==> src/rtl/uart_word_tx_pkg.sv <==
// Shared definitions for the debug UART word transmitter: defaults, state encodings, command codes.
// Optional build macro: UART_WORD_TX_PARITY_EN (adds an even-parity bit to every character).
package uart_word_tx_pkg;

  localparam int DEFAULT_NUM_BYTES    = 4;
  localparam int DEFAULT_DATA_BITS    = 8;
  localparam int DEFAULT_OVERSAMPLING = 16;
  localparam int DEFAULT_STOP_TICKS   = 16;

  // Debug command bytes, kept here so rx, tx and the debug unit agree.
  localparam logic [7:0] CMD_LOAD       = 8'h01;
  localparam logic [7:0] CMD_CONTINUOUS = 8'h04;

  typedef enum logic [2:0] {
    TX_IDLE   = 3'd0,
    TX_START  = 3'd1,
    TX_DATA   = 3'd2,
    TX_PARITY = 3'd3,
    TX_STOP   = 3'd4
  } tx_state_e;

  typedef enum logic [1:0] {
    W_IDLE = 2'd0,
    W_SEND = 2'd1,
    W_DONE = 2'd2
  } word_state_e;

  function automatic int cnt_width(input int n);
    return (n > 1) ? $clog2(n) : 1;
  endfunction

  function automatic int max_int(input int a, input int b);
    return (a > b) ? a : b;
  endfunction

endpackage

==> src/rtl/uart_tx_byte.sv <==
// Single-character UART engine: START / DATA (LSB first) / [PARITY] / STOP, paced by i_tick.
// Optional build macro: UART_WORD_TX_PARITY_EN (even parity between the data bits and the stop bit).
module uart_tx_byte
  import uart_word_tx_pkg::*;
#(
  parameter int DATA_BITS    = DEFAULT_DATA_BITS,
  parameter int OVERSAMPLING = DEFAULT_OVERSAMPLING,
  parameter int STOP_TICKS   = DEFAULT_STOP_TICKS
) (
  input  logic       clk,
  input  logic       i_rst,
  input  logic       i_tick,
  input  logic       i_start,
  input  logic [7:0] i_byte,
  output logic       o_tx,
  output logic       o_done
);

  localparam int TICK_W = cnt_width(max_int(OVERSAMPLING, STOP_TICKS));
  localparam int BIT_W  = cnt_width(DATA_BITS);

  localparam logic [TICK_W-1:0] OS_LAST   = TICK_W'(OVERSAMPLING - 1);
  localparam logic [TICK_W-1:0] STOP_LAST = TICK_W'(STOP_TICKS - 1);
  localparam logic [BIT_W-1:0]  BIT_LAST  = BIT_W'(DATA_BITS - 1);

  tx_state_e         state_q, state_d;
  logic [TICK_W-1:0] tick_cnt_q, tick_cnt_d;
  logic [BIT_W-1:0]  bit_cnt_q, bit_cnt_d;
  logic [7:0]        shift_q, shift_d;
  logic              tx_q, tx_d;
`ifdef UART_WORD_TX_PARITY_EN
  logic              parity_q, parity_d;
`endif

  logic os_end;
  logic stop_end;
  logic load;

  assign os_end   = i_tick && (tick_cnt_q == OS_LAST);
  assign stop_end = (state_q == TX_STOP) && i_tick && (tick_cnt_q == STOP_LAST);
  // A new character may start from idle or on the very tick the stop bit ends (no idle gap).
  assign load     = i_start && ((state_q == TX_IDLE) || stop_end);

  assign o_tx   = tx_q;
  assign o_done = stop_end;

  always_comb begin
    state_d    = state_q;
    tick_cnt_d = tick_cnt_q;
    bit_cnt_d  = bit_cnt_q;
    shift_d    = shift_q;
    tx_d       = tx_q;
`ifdef UART_WORD_TX_PARITY_EN
    parity_d   = parity_q;
`endif

    case (state_q)
      TX_IDLE: begin
        tx_d = 1'b1;
      end
      TX_START: begin
        if (i_tick) begin
          if (os_end) begin
            tick_cnt_d = '0;
            bit_cnt_d  = '0;
            state_d    = TX_DATA;
            tx_d       = shift_q[0];
          end else begin
            tick_cnt_d = tick_cnt_q + TICK_W'(1);
          end
        end
      end
      TX_DATA: begin
        if (i_tick) begin
          if (os_end) begin
            tick_cnt_d = '0;
            if (bit_cnt_q == BIT_LAST) begin
`ifdef UART_WORD_TX_PARITY_EN
              state_d = TX_PARITY;
              tx_d    = parity_q;
`else
              state_d = TX_STOP;
              tx_d    = 1'b1;
`endif
            end else begin
              bit_cnt_d = bit_cnt_q + BIT_W'(1);
              shift_d   = {1'b0, shift_q[7:1]};
              tx_d      = shift_q[1];
            end
          end else begin
            tick_cnt_d = tick_cnt_q + TICK_W'(1);
          end
        end
      end
`ifdef UART_WORD_TX_PARITY_EN
      TX_PARITY: begin
        if (i_tick) begin
          if (os_end) begin
            tick_cnt_d = '0;
            state_d    = TX_STOP;
            tx_d       = 1'b1;
          end else begin
            tick_cnt_d = tick_cnt_q + TICK_W'(1);
          end
        end
      end
`endif
      TX_STOP: begin
        if (i_tick) begin
          if (stop_end) begin
            tick_cnt_d = '0;
            state_d    = TX_IDLE;
            tx_d       = 1'b1;
          end else begin
            tick_cnt_d = tick_cnt_q + TICK_W'(1);
          end
        end
      end
      default: begin
        state_d = TX_IDLE;
        tx_d    = 1'b1;
      end
    endcase

    if (load) begin
      state_d    = TX_START;
      tick_cnt_d = '0;
      bit_cnt_d  = '0;
      shift_d    = i_byte;
      tx_d       = 1'b0;
`ifdef UART_WORD_TX_PARITY_EN
      parity_d   = ^i_byte[DATA_BITS-1:0];
`endif
    end
  end

  always_ff @(posedge clk) begin
    if (i_rst) begin
      state_q    <= TX_IDLE;
      tick_cnt_q <= '0;
      bit_cnt_q  <= '0;
      shift_q    <= '0;
      tx_q       <= 1'b1;
`ifdef UART_WORD_TX_PARITY_EN
      parity_q   <= 1'b0;
`endif
    end else begin
      state_q    <= state_d;
      tick_cnt_q <= tick_cnt_d;
      bit_cnt_q  <= bit_cnt_d;
      shift_q    <= shift_d;
      tx_q       <= tx_d;
`ifdef UART_WORD_TX_PARITY_EN
      parity_q   <= parity_d;
`endif
    end
  end

endmodule

==> src/rtl/uart_word_tx.sv <==
// Debug UART word transmitter: sends NUM_BYTES-byte words MSB byte first through uart_tx_byte.
// Optional build macro: UART_WORD_TX_PARITY_EN (passed through to the character engine).
module uart_word_tx
  import uart_word_tx_pkg::*;
#(
  parameter int NUM_BYTES    = DEFAULT_NUM_BYTES,
  parameter int DATA_BITS    = DEFAULT_DATA_BITS,
  parameter int OVERSAMPLING = DEFAULT_OVERSAMPLING,
  parameter int STOP_TICKS   = DEFAULT_STOP_TICKS
) (
  input  logic                   clk,
  input  logic                   i_rst,
  input  logic                   i_tick,
  input  logic [8*NUM_BYTES-1:0] i_word,
  input  logic                   i_valid,
  output logic                   o_ready,
  output logic                   o_busy,
  output logic                   o_done,
  output logic                   o_tx
);

  localparam int WORD_W = 8 * NUM_BYTES;
  localparam int BYTE_W = cnt_width(NUM_BYTES);
  localparam logic [BYTE_W-1:0] BYTE_LAST = BYTE_W'(NUM_BYTES - 1);

  word_state_e       state_q, state_d;
  logic [WORD_W-1:0] word_q, word_d;
  logic [BYTE_W-1:0] byte_cnt_q, byte_cnt_d;

  logic              byte_start;
  logic [7:0]        byte_data;
  logic              byte_done;
  logic [WORD_W-1:0] word_shifted;

  // The word register is shifted left per byte, so the next byte is always at the top.
  assign word_shifted = word_q << 8;

  assign o_ready = (state_q == W_IDLE);
  assign o_busy  = (state_q != W_IDLE);
  assign o_done  = (state_q == W_DONE);

  always_comb begin
    state_d    = state_q;
    word_d     = word_q;
    byte_cnt_d = byte_cnt_q;
    byte_start = 1'b0;
    byte_data  = word_q[WORD_W-1 -: 8];

    case (state_q)
      W_IDLE: begin
        if (i_valid) begin
          word_d     = i_word;
          byte_cnt_d = '0;
          byte_start = 1'b1;
          byte_data  = i_word[WORD_W-1 -: 8];
          state_d    = W_SEND;
        end
      end
      W_SEND: begin
        if (byte_done) begin
          if (byte_cnt_q < BYTE_LAST) begin
            byte_cnt_d = byte_cnt_q + BYTE_W'(1);
            word_d     = word_shifted;
            byte_data  = word_shifted[WORD_W-1 -: 8];
            byte_start = 1'b1;
          end else begin
            state_d = W_DONE;
          end
        end
      end
      W_DONE: begin
        state_d = W_IDLE;
      end
      default: begin
        state_d = W_IDLE;
      end
    endcase
  end

  always_ff @(posedge clk) begin
    if (i_rst) begin
      state_q    <= W_IDLE;
      word_q     <= '0;
      byte_cnt_q <= '0;
    end else begin
      state_q    <= state_d;
      word_q     <= word_d;
      byte_cnt_q <= byte_cnt_d;
    end
  end

  uart_tx_byte #(
    .DATA_BITS   (DATA_BITS),
    .OVERSAMPLING(OVERSAMPLING),
    .STOP_TICKS  (STOP_TICKS)
  ) u_tx_byte (
    .clk    (clk),
    .i_rst  (i_rst),
    .i_tick (i_tick),
    .i_start(byte_start),
    .i_byte (byte_data),
    .o_tx   (o_tx),
    .o_done (byte_done)
  );

endmodule

==> config.mk <==
export PLATFORM = sky130hd
export DESIGN_NAME = uart_word_tx
export DESIGN_NICKNAME = d
export VERILOG_FILES = /design/src/rtl/uart_word_tx_pkg.sv /design/src/rtl/uart_tx_byte.sv /design/src/rtl/uart_word_tx.sv
export SDC_FILE = /design/constraint.sdc
export NUM_CORES = 1
export LEC_CHECK = 0
export ABC_AREA = 1
export CAP_MARGIN = 20
export CORE_MARGIN = 3
export CORE_UTILIZATION = 59
export CTS_BUF_LIST = sky130_fd_sc_hd__clkbuf_4
export DETAILED_ROUTE_END_ITERATION = 8
export PLACE_DENSITY = 0.83
export RECOVER_POWER = 25
export SYNTH_ARGS = -nofsm -noshare
export SYNTH_HDL_FRONTEND = slang
export SYNTH_SLANG_ARGS = --single-unit
==> constraint.sdc <==
create_clock -name clk -period 2.7 [get_ports clk]
set_clock_uncertainty 0.15 [all_clocks]
set_input_delay 0.27 -clock clk [delete_from_list [all_inputs] [get_ports clk]]
set_output_delay 0.27 -clock clk [all_outputs]
set_load 0.01 [all_outputs]
==> flow_metrics.py <==
metrics = {
    "floorplan": {
        "floorplan.die_area_um2": 5090,
        "boundaryPins": 40,
        "die_height_um": 71.4,
        "chipWidth_um": 71.4,
        "start_util": 0.621,
        "placeable_core_area_um2": 4060,
        "number_of_cell_rows": 23,
    },
    "synthesis": {
        "synth_cells": 362,
        "yosys_register_bits": 55,
        "post_synth.cell_area_avg_um2": 6.96,
        "synth_cell_types": 26,
        "post_synth_instance_area_um2": 2520,
        "yosys_warnings": 0,
        "synth_nets": 402,
        "seq_area_frac_synth": 0.437,
    },
    "timing": {
        "period_share": 0.776,
        "finalHoldViolCount": 0,
        "hold-worst-slack_ns": 0.291,
        "tightest_slew_ns": 0.438,
        "clock.fmax_mhz": 477,
        "period_needed_ns": 2.10,
        "report.final.setup_viol": 0,
        "grt_setup_unrepaired": "no",
        "max_slew_margin_vs_limit": 0.708,
        "maxSlewViolCount": 0,
        "tns_ns": 0,
    },
    "critical_path": {
        "critical_path.startpoint_type": "register",
        "crit_path_max_fanout": 33,
        "reg_to_reg_critical_path_startpoint": "u_tx_byte.tick_cnt_q[1]$_SDFFE_PP0P_",
        "cp-endpoint": "u_tx_byte.shift_q[3]$_SDFFE_PP0P_",
        "start_to_end_type_of_the_worst_setup_path": "register to register",
        "crit_required_ns": 2.86,
        "timing.critical_path.from": "u_tx_byte.tick_cnt_q[1]$_SDFFE_PP0P_",
        "reg2reg_slack_ns": 0.60,
        "endpoint_kind": "register",
        "cp.arrival_ns": 2.26,
        "r2r_end": "u_tx_byte.shift_q[3]$_SDFFE_PP0P_",
        "ff2ff_path_depth": 10,
    },
    "power": {
        "pwr_density_cell_nw_per_um2": 518,
        "power.switching_fraction": 0.286,
        "intPower_mw": 1.10,
        "clock_power_share": 0.225,
        "combinationalPowerShare": 0.197,
        "net_sw_power_mw": 0.442,
        "leakage_power_figure_nw": 1.30,
        "seq_power_share": 0.578,
        "irDropWorstVdd_uv": 308,
    },
    "routing": {
        "antenna_violating_nets_post_route": 0,
        "detailedRoute.firstIterationViolations": 137,
        "drc": 0,
        "wirelength_um": 5630,
        "dr.pass1.iters": 5,
        "drt-vias-per-instance": 5.33,
        "route.vias.total": 2400,
        "drt-wirelength-per-cell_um": 12.5,
    },
    "clock_network": {
        "cts_root_buffer": "clkbuf_4",
        "clock_pin_slew_of_the_registers_on_the_worst_case_setup_and_hold_paths_ns": 0.14,
        "cts-hold-fix-buffers": 0,
        "cts.repair.resized": 0,
        "cts_post_setup_buffers_inserted": 0,
        "clock_latency_ns": 0.37,
        "tritoncts_clock_tree": "built",
        "cts.htree.levels": 2,
        "cts_sinks": 55,
        "maximum_count_of_clock_buffers_along_a_single_path": 2,
        "cts_made_buffers": 5,
    },
    "grt": {
        "grt_util_overall": 0.227,
        "gr-total-overflow": 0,
        "antenna_found_initial": 0,
        "grt_pass1_vias": 2210,
        "grt_max_degree": 34,
        "grt_first_pass_wirelength_um": 9450,
    },
    "layout": {
        "fraction_of_layout_instances_using_a_drive_strength_above_1": 0.0550,
        "sequential_cell_area_um2": 1100,
        "num-nets-final": 439,
        "synthToLayoutAreaGrowth_pct": 18.6,
        "multi_input_comb_area_um2": 1250,
        "antenna_cells": 0,
        "fillCellCount": 335,
    },
    "outcome": {
        "outcome": "finished, final reports clean",
    },
    "worst_hold_path": {
        "timing.hold.worst.class": "primary input to register",
    },
    "flow_run": {
        "maxcap_viol_count": 0,
    },
    "placement": {
        "place.detailed.hpwl_um": 4040,
        "place.gp.congestion": 0.862,
        "placement.io_buffers": 39,
    },
}
## layout make-up
cell class,instances,area share
Clock buffer,6,0.0151
Clock inverter,2,0.00251
Tap cell,50,0.0209
Multi-Input combinational cell,268,0.419
Timing Repair Buffer,44,0.143
Sequential cell,55,0.368
Inverter,25,0.0314
## how the worst min path moves through the flow
stage / cells past startpoint / startpoint / to / slack (ns)
2_1_floorplan: 2 / i_word[0] / word_q[0]$_SDFFE_PP0P_ / 0.27
3_3_place_gp: 1 / byte_cnt_q[0]$_SDFFE_PP0P_ / byte_cnt_q[0]$_SDFFE_PP0P_ / 0.30
3_5_place_dp: 1 / byte_cnt_q[0]$_SDFFE_PP0P_ / byte_cnt_q[0]$_SDFFE_PP0P_ / 0.30
4_1_cts: 3 / i_word[4] / word_q[4]$_SDFFE_PP0P_ / 0.28
5_1_grt: 3 / i_word[7] / word_q[7]$_SDFFE_PP0P_ / 0.29
6_report: 3 / i_word[4] / word_q[4]$_SDFFE_PP0P_ / 0.29
## through the flow
| stage | total power [mW] | setup WS, ns | instance area [um^2] | cells | utilization |
|---|---|---|---|---|---|
| after global routing | 1.63 | 0.418 | 2990 | 450 | 0.737 |
| after detailed placement | 1.22 | 0.484 | 2940 | 442 | 0.724 |
| after global placement | 1.21 | 0.530 | 2940 | 442 | 0.724 |
| final | 1.55 | 0.605 | 2990 | 450 | 0.737 |
| after CTS | 1.56 | 0.623 | 2990 | 450 | 0.737 |
| after floorplan | 1.10 | 1.02 | 2520 | 362 | - |
## routing by layer
metal,track usage,routed length [um],vias to the layer above
met4,0.0689,63,0
met2,0.376,2600,47
met1,0.303,2730,1088
met5,0,0,-
met3,0.0407,239,7
li1,-,-,1258
## flip-flops by register name (all words and copies together), names as in the netlist
register              cells
byte_cnt_q                2
word_q                   32
u_tx_byte.state_q         3
u_tx_byte.o_tx            1
state_q                   2
u_tx_byte.shift_q         8
u_tx_byte.tick_cnt_q      4
u_tx_byte.bit_cnt_q       3
## cell families after synthesis
family,after synthesis,synth area share
flops,55,0.437
fa+ha+maj,4,0.0199
compound gates,75,0.158
buf+inv,39,0.0660
xor+xnor,1,0.00347
simple gates,188,0.316
## Yosys cell counts
master    instances  share of area
nand2_1         129           0.19
dfxtp_1          55           0.44
a21oi_1          31          0.062
o21ai_0          26          0.052
inv_1            24          0.036
nand3_1          24          0.048
nor2_1           20          0.030
a31oi_1          17          0.042
buf_2             7          0.014
clkbuf_1          5         0.0074
ha_1              4          0.020
nand2_2           3         0.0074
nor2_2            3         0.0074
and2_1            2         0.0050
buf_4             1         0.0030
buf_6             1         0.0045
inv_2             1         0.0015
nand2_4           1         0.0045
nand3_2           1         0.0040
nand3_4           1         0.0069
nand4_1           1         0.0025
nor2_4            1         0.0045
nor3_1            1         0.0020
o22ai_1           1         0.0025
or2_2             1         0.0025
xor2_1            1         0.0035
## layout by cell type (no fill, tap or decap), types with 5 or more instances in the layout
cell type / count
nand2_1: 130
dfxtp_1: 55
clkdlybuf4s50_1: 35
a21oi_1: 31
o21ai_0: 26
inv_1: 24
nand3_1: 24
nor2_1: 20
a31oi_1: 17
clkbuf_4: 6
buf_4: 5
## power by group through the flow
| stage | logic, mW | registers [mW] | clock network [mW] |
|---|---|---|---|
| 6_report | 0.304 | 0.894 | 0.349 |
| 5_1_grt | 0.345 | 0.901 | 0.385 |
| 4_1_cts | 0.307 | 0.894 | 0.360 |
| 3_5_place_dp | 0.305 | 0.912 | 0 |
| 3_3_place_gp | 0.298 | 0.911 | 0 |
| 2_1_floorplan | 0.199 | 0.906 | 0 |
## worst max-delay path: stages (launching register included)
cell and delay, ns:
dfxtp_1 0.40, ha_1 0.18, nand2_1 0.10, nor2_4 0.22, nand3_4 0.18, nand2_4 0.16
buf_4 0.30, nand2_1 0.11, nand2_1 0.08, nor2_1 0.04, nor2_1 0.11
Power figures use the tool's default switching activity.
